File: src/rtl/vga_plot_sequencer_if.sv
// Bus bundle between the phase sequencer, its plotting clients, the
// vga_adapter and the controlling logic. The sequencer uses the master view.
`timescale 1ns/1ps

interface vga_plot_sequencer_if #(
    parameter int N_CLIENTS = 2
);
    localparam int PW = (N_CLIENTS > 1) ? $clog2(N_CLIENTS) : 1;

    // control
    logic                     go;
    logic                     restart;
    logic [N_CLIENTS-1:0]     skip_mask;

    // client handshake and plot buses
    logic [N_CLIENTS-1:0]     client_start;
    logic [N_CLIENTS-1:0]     client_waitrequest;
    logic [N_CLIENTS-1:0]     client_vga_plot;
    logic [8*N_CLIENTS-1:0]   client_vga_x;
    logic [7*N_CLIENTS-1:0]   client_vga_y;
    logic [3*N_CLIENTS-1:0]   client_vga_colour;

    // arbitrated port to vga_adapter
    logic                     vga_plot;
    logic [7:0]               vga_x;
    logic [6:0]               vga_y;
    logic [2:0]               vga_colour;

    // status
    logic [PW-1:0]            phase;
    logic                     busy;
    logic                     done;
    logic [N_CLIENTS-1:0]     timeout_err;

    modport master (
        input  go, restart, skip_mask,
        input  client_waitrequest, client_vga_plot, client_vga_x, client_vga_y, client_vga_colour,
        output client_start,
        output vga_plot, vga_x, vga_y, vga_colour,
        output phase, busy, done, timeout_err
    );

    modport slave (
        output go, restart, skip_mask,
        output client_waitrequest, client_vga_plot, client_vga_x, client_vga_y, client_vga_colour,
        input  client_start,
        input  vga_plot, vga_x, vga_y, vga_colour,
        input  phase, busy, done, timeout_err
    );
endinterface

File: src/rtl/vga_plot_sequencer.sv
// Phase sequencer and VGA-port arbiter for the 160x120 frame-buffer path.
// Runs the plotting clients in index order (skipping masked ones), hands the
// VGA port to the client owning the active phase, and guards each phase with
// an optional watchdog that records sticky per-phase timeout flags.
`timescale 1ns/1ps

module vga_plot_sequencer #(
    parameter int N_CLIENTS      = 2,
    parameter int RESIDENT_LAST  = 1,
    parameter int TIMEOUT_CYCLES = 0
) (
    input  logic                  clk,
    input  logic                  rst,
    vga_plot_sequencer_if.master  bus
);
    localparam int PW = (N_CLIENTS > 1) ? $clog2(N_CLIENTS) : 1;
    localparam logic [N_CLIENTS-1:0] ONE = 1;

    typedef enum logic [2:0] {S_IDLE, S_ISSUE, S_ARM, S_RUN, S_DONE} state_t;

    state_t               state;
    logic [PW-1:0]        phase_q;
    logic [N_CLIENTS-1:0] start_q;
    logic                 busy_q;
    logic                 done_q;
    logic [N_CLIENTS-1:0] err_q;
    logic [31:0]          wd_cnt;

    logic                 first_ok, next_ok;
    logic [PW-1:0]        first_idx, next_idx;
    state_t               ent_state, adv_state;
    logic [PW-1:0]        ent_phase, adv_phase;
    logic [N_CLIENTS-1:0] ent_start, adv_start;
    logic                 wait_cur, resident_now, wd_fire, advance;

    // Phase selection and the targets of a sequence start or a phase advance
    always_comb begin
        // NOTE: every always_comb output gets a default first so no path can infer a latch.
        first_ok  = 1'b0;
        first_idx = '0;
        next_ok   = 1'b0;
        next_idx  = '0;
        for (int i = N_CLIENTS - 1; i >= 0; i--) begin
            if (!bus.skip_mask[i]) begin
                first_ok  = 1'b1;
                first_idx = PW'(i);
                if (i > int'(phase_q)) begin
                    next_ok  = 1'b1;
                    next_idx = PW'(i);
                end
            end
        end

        ent_state = first_ok ? S_ISSUE : S_DONE;
        ent_phase = first_ok ? first_idx : '0;
        ent_start = first_ok ? (ONE << first_idx) : '0;
        adv_state = next_ok ? S_ISSUE : S_DONE;
        adv_phase = next_ok ? next_idx : phase_q;
        adv_start = next_ok ? (ONE << next_idx) : '0;

        wait_cur     = bus.client_waitrequest[phase_q];
        resident_now = (RESIDENT_LAST != 0) && (phase_q == PW'(N_CLIENTS - 1));
        // a resident last phase is only watched until its command is accepted
        wd_fire      = (TIMEOUT_CYCLES != 0)
                       && (state inside {S_ISSUE, S_ARM, S_RUN})
                       && !(resident_now && state != S_ISSUE)
                       && (wd_cnt == 32'(TIMEOUT_CYCLES - 1));
        advance      = wd_fire || (state == S_RUN && !resident_now && !wait_cur);
    end

    // Sequencer FSM with registered start, phase, status and watchdog state
    always_ff @(posedge clk or posedge rst) begin
        if (rst) begin
            state   <= S_IDLE;
            phase_q <= '0;
            start_q <= '0;
            busy_q  <= 1'b0;
            done_q  <= 1'b0;
            err_q   <= '0;
            wd_cnt  <= '0;
        end else if (bus.restart) begin
            // start is held low for this first ISSUE cycle, then reissued
            state   <= ent_state;
            phase_q <= ent_phase;
            start_q <= '0;
            busy_q  <= (ent_state == S_ISSUE);
            done_q  <= (ent_state == S_DONE);
            err_q   <= '0;
            wd_cnt  <= '0;
        end else begin
            case (state)
                S_IDLE, S_DONE: begin
                    if (bus.go) begin
                        // NOTE: state updates use <= so every register samples pre-edge values.
                        state   <= ent_state;
                        phase_q <= ent_phase;
                        start_q <= ent_start;
                        busy_q  <= (ent_state == S_ISSUE);
                        done_q  <= (ent_state == S_DONE);
                        err_q   <= '0;
                        wd_cnt  <= '0;
                    end
                end
                S_ISSUE, S_ARM, S_RUN: begin
                    wd_cnt <= advance ? '0 : wd_cnt + 32'd1;
                    if (wd_fire) err_q[phase_q] <= 1'b1;
                    if (advance) begin
                        state   <= adv_state;
                        phase_q <= adv_phase;
                        start_q <= adv_start;
                        busy_q  <= (adv_state == S_ISSUE);
                        done_q  <= (adv_state == S_DONE);
                    end else if (state == S_ISSUE) begin
                        if (start_q == '0) begin
                            start_q <= ONE << phase_q;
                        end else if (!wait_cur) begin
                            state   <= S_ARM;
                            start_q <= '0;
                        end
                    end else if (state == S_ARM) begin
                        state <= S_RUN;
                    end
                end
                default: begin
                    state <= S_IDLE;
                end
            endcase
        end
    end

    // Zero-latency VGA mux: only the owning client drives the port in ARM/RUN
    always_comb begin
        bus.vga_plot   = 1'b0;
        bus.vga_x      = '0;
        bus.vga_y      = '0;
        bus.vga_colour = '0;
        if (state == S_ARM || state == S_RUN) begin
            bus.vga_plot   = bus.client_vga_plot[phase_q];
            bus.vga_x      = bus.client_vga_x[8*int'(phase_q) +: 8];
            bus.vga_y      = bus.client_vga_y[7*int'(phase_q) +: 7];
            bus.vga_colour = bus.client_vga_colour[3*int'(phase_q) +: 3];
        end
    end

    assign bus.client_start = start_q;
    assign bus.phase        = phase_q;
    assign bus.busy         = busy_q;
    assign bus.done         = done_q;
    assign bus.timeout_err  = err_q;

endmodule

File: src/flat_wrapper.sv
// flat-port wrapper written by rule: the top's interface ports become plain ports
module vga_plot_sequencer_flat 
#(
    parameter int N_CLIENTS      = 2,
    parameter int RESIDENT_LAST  = 1,
    parameter int TIMEOUT_CYCLES = 0
)
  (clk, rst, bus_go, bus_restart, bus_skip_mask, bus_client_waitrequest, bus_client_vga_plot, bus_client_vga_x, bus_client_vga_y, bus_client_vga_colour, bus_client_start, bus_vga_plot, bus_vga_x, bus_vga_y, bus_vga_colour, bus_phase, bus_busy, bus_done, bus_timeout_err);
  vga_plot_sequencer_if #(.N_CLIENTS(N_CLIENTS)) bus_i ();
  input  logic clk;
  input  logic rst;
  input wire logic [$bits(bus_i.go)-1:0] bus_go;
  input wire logic [$bits(bus_i.restart)-1:0] bus_restart;
  input wire logic [$bits(bus_i.skip_mask)-1:0] bus_skip_mask;
  input wire logic [$bits(bus_i.client_waitrequest)-1:0] bus_client_waitrequest;
  input wire logic [$bits(bus_i.client_vga_plot)-1:0] bus_client_vga_plot;
  input wire logic [$bits(bus_i.client_vga_x)-1:0] bus_client_vga_x;
  input wire logic [$bits(bus_i.client_vga_y)-1:0] bus_client_vga_y;
  input wire logic [$bits(bus_i.client_vga_colour)-1:0] bus_client_vga_colour;
  output wire logic [$bits(bus_i.client_start)-1:0] bus_client_start;
  output wire logic [$bits(bus_i.vga_plot)-1:0] bus_vga_plot;
  output wire logic [$bits(bus_i.vga_x)-1:0] bus_vga_x;
  output wire logic [$bits(bus_i.vga_y)-1:0] bus_vga_y;
  output wire logic [$bits(bus_i.vga_colour)-1:0] bus_vga_colour;
  output wire logic [$bits(bus_i.phase)-1:0] bus_phase;
  output wire logic [$bits(bus_i.busy)-1:0] bus_busy;
  output wire logic [$bits(bus_i.done)-1:0] bus_done;
  output wire logic [$bits(bus_i.timeout_err)-1:0] bus_timeout_err;
  assign bus_i.go = bus_go;
  assign bus_i.restart = bus_restart;
  assign bus_i.skip_mask = bus_skip_mask;
  assign bus_i.client_waitrequest = bus_client_waitrequest;
  assign bus_i.client_vga_plot = bus_client_vga_plot;
  assign bus_i.client_vga_x = bus_client_vga_x;
  assign bus_i.client_vga_y = bus_client_vga_y;
  assign bus_i.client_vga_colour = bus_client_vga_colour;
  assign bus_client_start = bus_i.client_start;
  assign bus_vga_plot = bus_i.vga_plot;
  assign bus_vga_x = bus_i.vga_x;
  assign bus_vga_y = bus_i.vga_y;
  assign bus_vga_colour = bus_i.vga_colour;
  assign bus_phase = bus_i.phase;
  assign bus_busy = bus_i.busy;
  assign bus_done = bus_i.done;
  assign bus_timeout_err = bus_i.timeout_err;
  vga_plot_sequencer #(.N_CLIENTS(N_CLIENTS), .RESIDENT_LAST(RESIDENT_LAST), .TIMEOUT_CYCLES(TIMEOUT_CYCLES)) u_core (.clk(clk), .rst(rst), .bus(bus_i));
endmodule
File: config.mk
export PLATFORM = sky130hd
export DESIGN_NAME = vga_plot_sequencer_flat
export DESIGN_NICKNAME = d
export VERILOG_FILES = /design/src/rtl/vga_plot_sequencer_if.sv /design/src/rtl/vga_plot_sequencer.sv /design/src/flat_wrapper.sv
export SDC_FILE = /design/constraint.sdc
export NUM_CORES = 1
export LEC_CHECK = 0
export BUFFER_PORTS_ARGS = -buffer_cell sky130_fd_sc_hd__buf_4
export CAP_MARGIN = 20
export CORE_MARGIN = 2
export CORE_UTILIZATION = 35
export CTS_CLUSTER_SIZE = 30
export DETAILED_ROUTE_END_ITERATION = 8
export PLACE_DENSITY = 0.83
export SYNTH_ARGS = -nofsm -noshare
export SYNTH_HDL_FRONTEND = slang
export SYNTH_SLANG_ARGS = --single-unit
File: constraint.sdc
create_clock -name clk -period 1.6 [get_ports clk]
set_input_delay 0.24 -clock clk [delete_from_list [all_inputs] [get_ports clk]]
set_output_delay 0.24 -clock clk [all_outputs]
set_load 0.01 [all_outputs]
**After elaboration in Yosys (flattened, before gate mapping)**

Cells that the tools add are included.

- Add/sub/neg operators: 0
- $mul: 2
- Divide/modulo/power cells: 0
- Order comparisons: 2
- Eq/ne operators: 16
- Shifts and indexed selects: 6
- Multiplexer cells: 49
- Bitwise operators: 0
- Reductions and logical operators: 17

Operator list:

| cell | count |
|---|---|
| $shiftx A14 B32 Y7 | 1 |
| $shiftx A6 B32 Y3 | 1 |
| $mux W3 | 10 |
| $mux W2 | 11 |
| $mux W1 | 21 |
| $shiftx A16 B5 Y8 | 1 |
| $reduce_and A4 Y1 | 3 |
| $ne A5 B5 Y1 const B | 2 |
| $eq A3 B1 Y1 const B | 3 |
| $eq A3 B3 Y1 const B | 3 |
| $mux W8 | 1 |
| $mux W7 | 1 |
| $eq A3 B2 Y1 const B | 2 |
| $ne A3 B2 Y1 const B | 2 |
| $pmux W1 S2 | 3 |
| $pmux W3 S2 | 1 |
| $shl A1 B1 Y2 const A | 3 |
| $ne A5 B2 Y1 const B | 1 |
| $ne A5 B4 Y1 const B | 1 |
| $mul A3 B1 Y4 const A | 1 |
| $ne A4 B2 Y1 const B | 1 |
| $pmux W2 S2 | 1 |
| $reduce_bool A2 Y1 | 2 |
| $logic_not A3 Y1 | 1 |
| other kinds (13) | 15 |

- Register bits: 10
- Bits in latches: 0
- Memory bits (writable): 0
- Bits in read-only memories: 0
- Output and inout bits: 26
- Logic and storage cells: 98
- Memories kept: 0

**Depth between registers and ports, before layout**

- Word-level depth: 8
- Mapped depth: 5
- Mapped depth without buffers: 4

**Worst setup path before layout**

No wires, ideal clock.

- Path kind: register -> register
- Start point: register u_core.state[1]
- End point: register u_core.start_q[0] (netlist: u_core.bus.client_start[0])
- Setup time: 0.128 ns
- Data arrival time: 1.621 ns
- Required time: 1.472 ns
- Path slack: -0.148 ns
- Stages on the path, launching flop included: 6
- Path buffers: 1
- Cells stage by stage: dfrtp_1 -> buf_6 -> or4_4 -> o31ai_2 -> o32ai_2 -> mux2_1

- Longest elaborated chain between the ends: 6

Ends and longest elaborated chain:

| item | RTL line | RTL |
|---|---|---|
| from (decl) | vga_plot_sequencer.sv:21 | `state_t state;` |
| from (signal assigned) | vga_plot_sequencer.sv:83 | `state <= ent_state;` |
| from (signal assigned) | vga_plot_sequencer.sv:95 | `state <= ent_state;` |
| from (signal assigned) | vga_plot_sequencer.sv:108 | `state <= adv_state;` |
| $eq A3 B2 Y1 | vga_plot_sequencer.sv:68, vga_plot_sequencer.sv:91 |  |
| $logic_and A1 B1 Y1 (2 in series) | vga_plot_sequencer.sv:68 | `advance = wd_fire \|\| (state == S_RUN && !resident_now && !wait_cur);` |
| $mux W2 | vga_plot_sequencer.sv:107 | `if (advance) begin` |
| $pmux W2 S2 | vga_plot_sequencer.sv:91 | `case (state)` |
| $mux W2 | vga_plot_sequencer.sv:81 | `end else if (bus.restart) begin` |
| to (signal assigned) | vga_plot_sequencer.sv:97 | `start_q <= ent_start;` |
| to (signal assigned) | vga_plot_sequencer.sv:110 | `start_q <= adv_start;` |
| to (signal assigned) | vga_plot_sequencer.sv:115 | `start_q <= ONE << phase_q;` |
| to (decl) | vga_plot_sequencer.sv:23 | `logic [N_CLIENTS-1:0] start_q;` |

Parallel ways exist; a longest one is shown, timed or not.
A chain may end at the register's enable or synchronous reset.

**Final worst setup path**

- Start point: register u_core.state[0]
- End point: register u_core.start_q[0] (netlist: u_core.bus.client_start[0])

The elaborated chain is that of the path after synthesis.

==> flow_summary.toml <==
[run_status]
status = "finished with violations"
violations = "setup timing"

[timing]
setup_tns_ps = -259.6
hold_viol = 0
setup_viol = 11
drv_slew = 0
fin_crit_sh_pct = 105.6
final.setup.worst_slack_ps = -89.05
rsz0062_at_grt = "yes"
finClkSkew_ps = 8.522
min_period_ps = 1689
max_freq_ghz = 0.5920

[worst_setup_path]
cpPeakStageDelay_ps = 440
crit_cells = 4
critPathKind = "flip-flop to flip-flop"
cp-end-kind = "flip-flop"
cp_num_buf_inv = 0
crit_arrival_ps = 1840
rr_worst_depth = 4
critPathRequiredTime_ps = 1750
crit_family = "compound AO/OA/AOI/OAI gates"
start_kind = "flip-flop"
crit_slowest_cell = "dfrtp_2"
crit_chain = "nor3b_1 > a211oi_2 > o32ai_2 > mux2_1"
path_max_fanout = 7

[power_and_ir_drop]
power_density_nw_per_um2 = 1459
sequentialPowerShare_pct = 15.8
swShare_pct = 41.57
p_leak_nw = 0.8279
power_frac_comb_pct = 77.4
internal_power_mw = 1.438
pwr-share-clk_pct = 6.7
peakVddDrop_uv = 1133
p_sw_mw = 1.023

[cts]
tritoncts = "done"
insertion_delay_ps = 270
h-tree-depth = 1
cts_buffer_depth = 2
cts_root_buffer = "clkbuf_4"
path_clk_slew_ps = 60
clock_sinks = 8
cts_buffers = 3

[routing]
drtAntennaViolNets = 0
first_pass_iters = 4
wirelength_mm = 3.356
viasPerCell = 5.243
drc = 0
drt-initial-drc-count = 16
wl_per_cell_um = 15.12
dr_total_vias = 1164

[logic_synthesis]
synth_ff_type = "dfrtp_1"
ys_async_sr_fraction_pct = 100.0
ys_types = 34
yosysSeqAreaShare_pct = 22.66
synth_warnings = 0
synth_edf_count = 0
avgSynthCellArea_um2 = 8.494
synth_seq_cells = 8
synth_area_um2 = 883.3
synth_cells = 104

[floorplanning]
io_pins = 72
core_area_um2 = 2432
die_y_um = 54.24
start_util_pct = 36.32
dieWidth_um = 54.24
placementRows = 18
die_area_um2 = 2941

[global_route]
grt.total_usage_pct = 20.00
grt_overflow = 0
grt_first_pass_wirelength_mm = 4.305
grt_max_degree = 23
grt_pass1_vias = 1033
grt_antenna_before_repair = 0

[flow_run]
cap_violations = 0

[placed_design]
port_buffers = 69
hpwl_mm = 2.442
routabilityCongestion = 0.8233
place_ws_ps = -96.92

[worst_hold_path]
hold_path_depth = 2
hp-class = "primary input to flip-flop"

[finish]
final_cell_mix = "83 x buf_4, 24 x nor2_1, 19 x mux2i_1"
area_growth_pct = 90.94
num_antenna_cells = 0
final_nets = 240
drive_gt1_share_pct = 59.38
final_common_cell = "buf_4"
## metal layers
layer	routed length (um)	share of wire [%]	up-vias	global-route usage, %
met2	1856	55	61	40.56
met5	0	0	-	0
li1	-	-	557	-
met1	1206	36	534	21.40
met4	72	2.1	0	4.167
met3	220	6.6	12	2.732
## stage by stage
step / power, mW / cells / utilization [%] / hold slack [ps] / cell area (um^2)
CTS: 2.177 / 216 / 64.92 / 207.0 / 1579
detailed placement: 1.921 / 210 / 61.99 / 213.4 / 1508
global placement: 1.861 / 210 / 61.99 / 207.5 / 1508
finish: 2.460 / 222 / 69.34 / 204.0 / 1687
floorplan: 1.307 / 105 / - / 55.66 / 905.9
global route: 2.600 / 222 / 69.34 / 211.1 / 1687
## power groups by stage
| stage | Clock [mW] | Combinational (mW) | Sequential, mW |
|---|---|---|---|
| detailed placement | 0 | 1.54 | 0.378 |
| CTS | 0.162 | 1.63 | 0.385 |
| global placement | 0 | 1.49 | 0.371 |
| floorplan | 0 | 0.929 | 0.377 |
| finish | 0.166 | 1.91 | 0.390 |
| global route | 0.177 | 2.02 | 0.399 |
## registers in the layout, indices dropped and copies added, names as in the netlist
| name | cells |
|---|---|
| u_core.state | 3 |
| u_core.bus.client_start | 2 |
| u_core.bus.busy | 1 |
| u_core.bus.done | 1 |
| u_core.bus.phase | 1 |
## cell type report
class	count	area [um^2]
Clock buffer	3	22.52
Timing Repair Buffer	93	750.7
Sequential cell	8	202.7
Inverter	2	7.507
Fill cell	182	745.7
Tap cell	30	37.54
Multi-Input combinational cell	86	665.6
## cell usage after synthesis (all sizes together) (2+ instances only)
master  count  area, um^2
o31ai       4       35.03
inv         2       7.510
nor2       26       97.59
o21ai       3       15.01
dfrtp       8       200.2
clkbuf      4       25.02
mux2i      21       210.2
o32ai       2       25.03
buf         5       41.28
nor3        2       10.01
mux2        4       45.04
o21bai      2       15.01
or2b        2       17.52
a21oi       5       25.02
## timing repair
| item | 4_1_cts | 5_1_grt |
|---|---|---|
| setup buffers | 1 | 4 |
| hold buffers | 1 | 0 |
| endpoints found under the setup margin | 23 | 27 |
| hold endpoints to repair | 8 | 0 |
| pin swaps | 1 | 4 |
| cloned | 1 | 2 |
| resized for setup | 7 | 14 |
## cells by family after synthesis
kind of cell	share of synthesized area [%]
compound gates	20.25
buf+inv	8.356
flops	22.66
mux	28.89
other cells	0.4245
simple gates	19.41
## path summary, 6_finish.rpt
| kind | slack, ps | endpoint | start |
|---|---|---|---|
| min in group asynchronous | 480 | u_core.bus.client_start[0] | rst |
| min reg2reg | 520 | u_core.bus.busy | u_core.bus.busy |
| min | 200 | u_core.bus.phase | bus_skip_mask[1] |
| max | -90 | u_core.bus.client_start[0] | u_core.state[0] |
| max in group asynchronous | 840 | u_core.bus.phase | rst |
| max reg2reg | -90 | u_core.bus.client_start[0] | u_core.state[0] |
(Power assumes the default switching activity.)
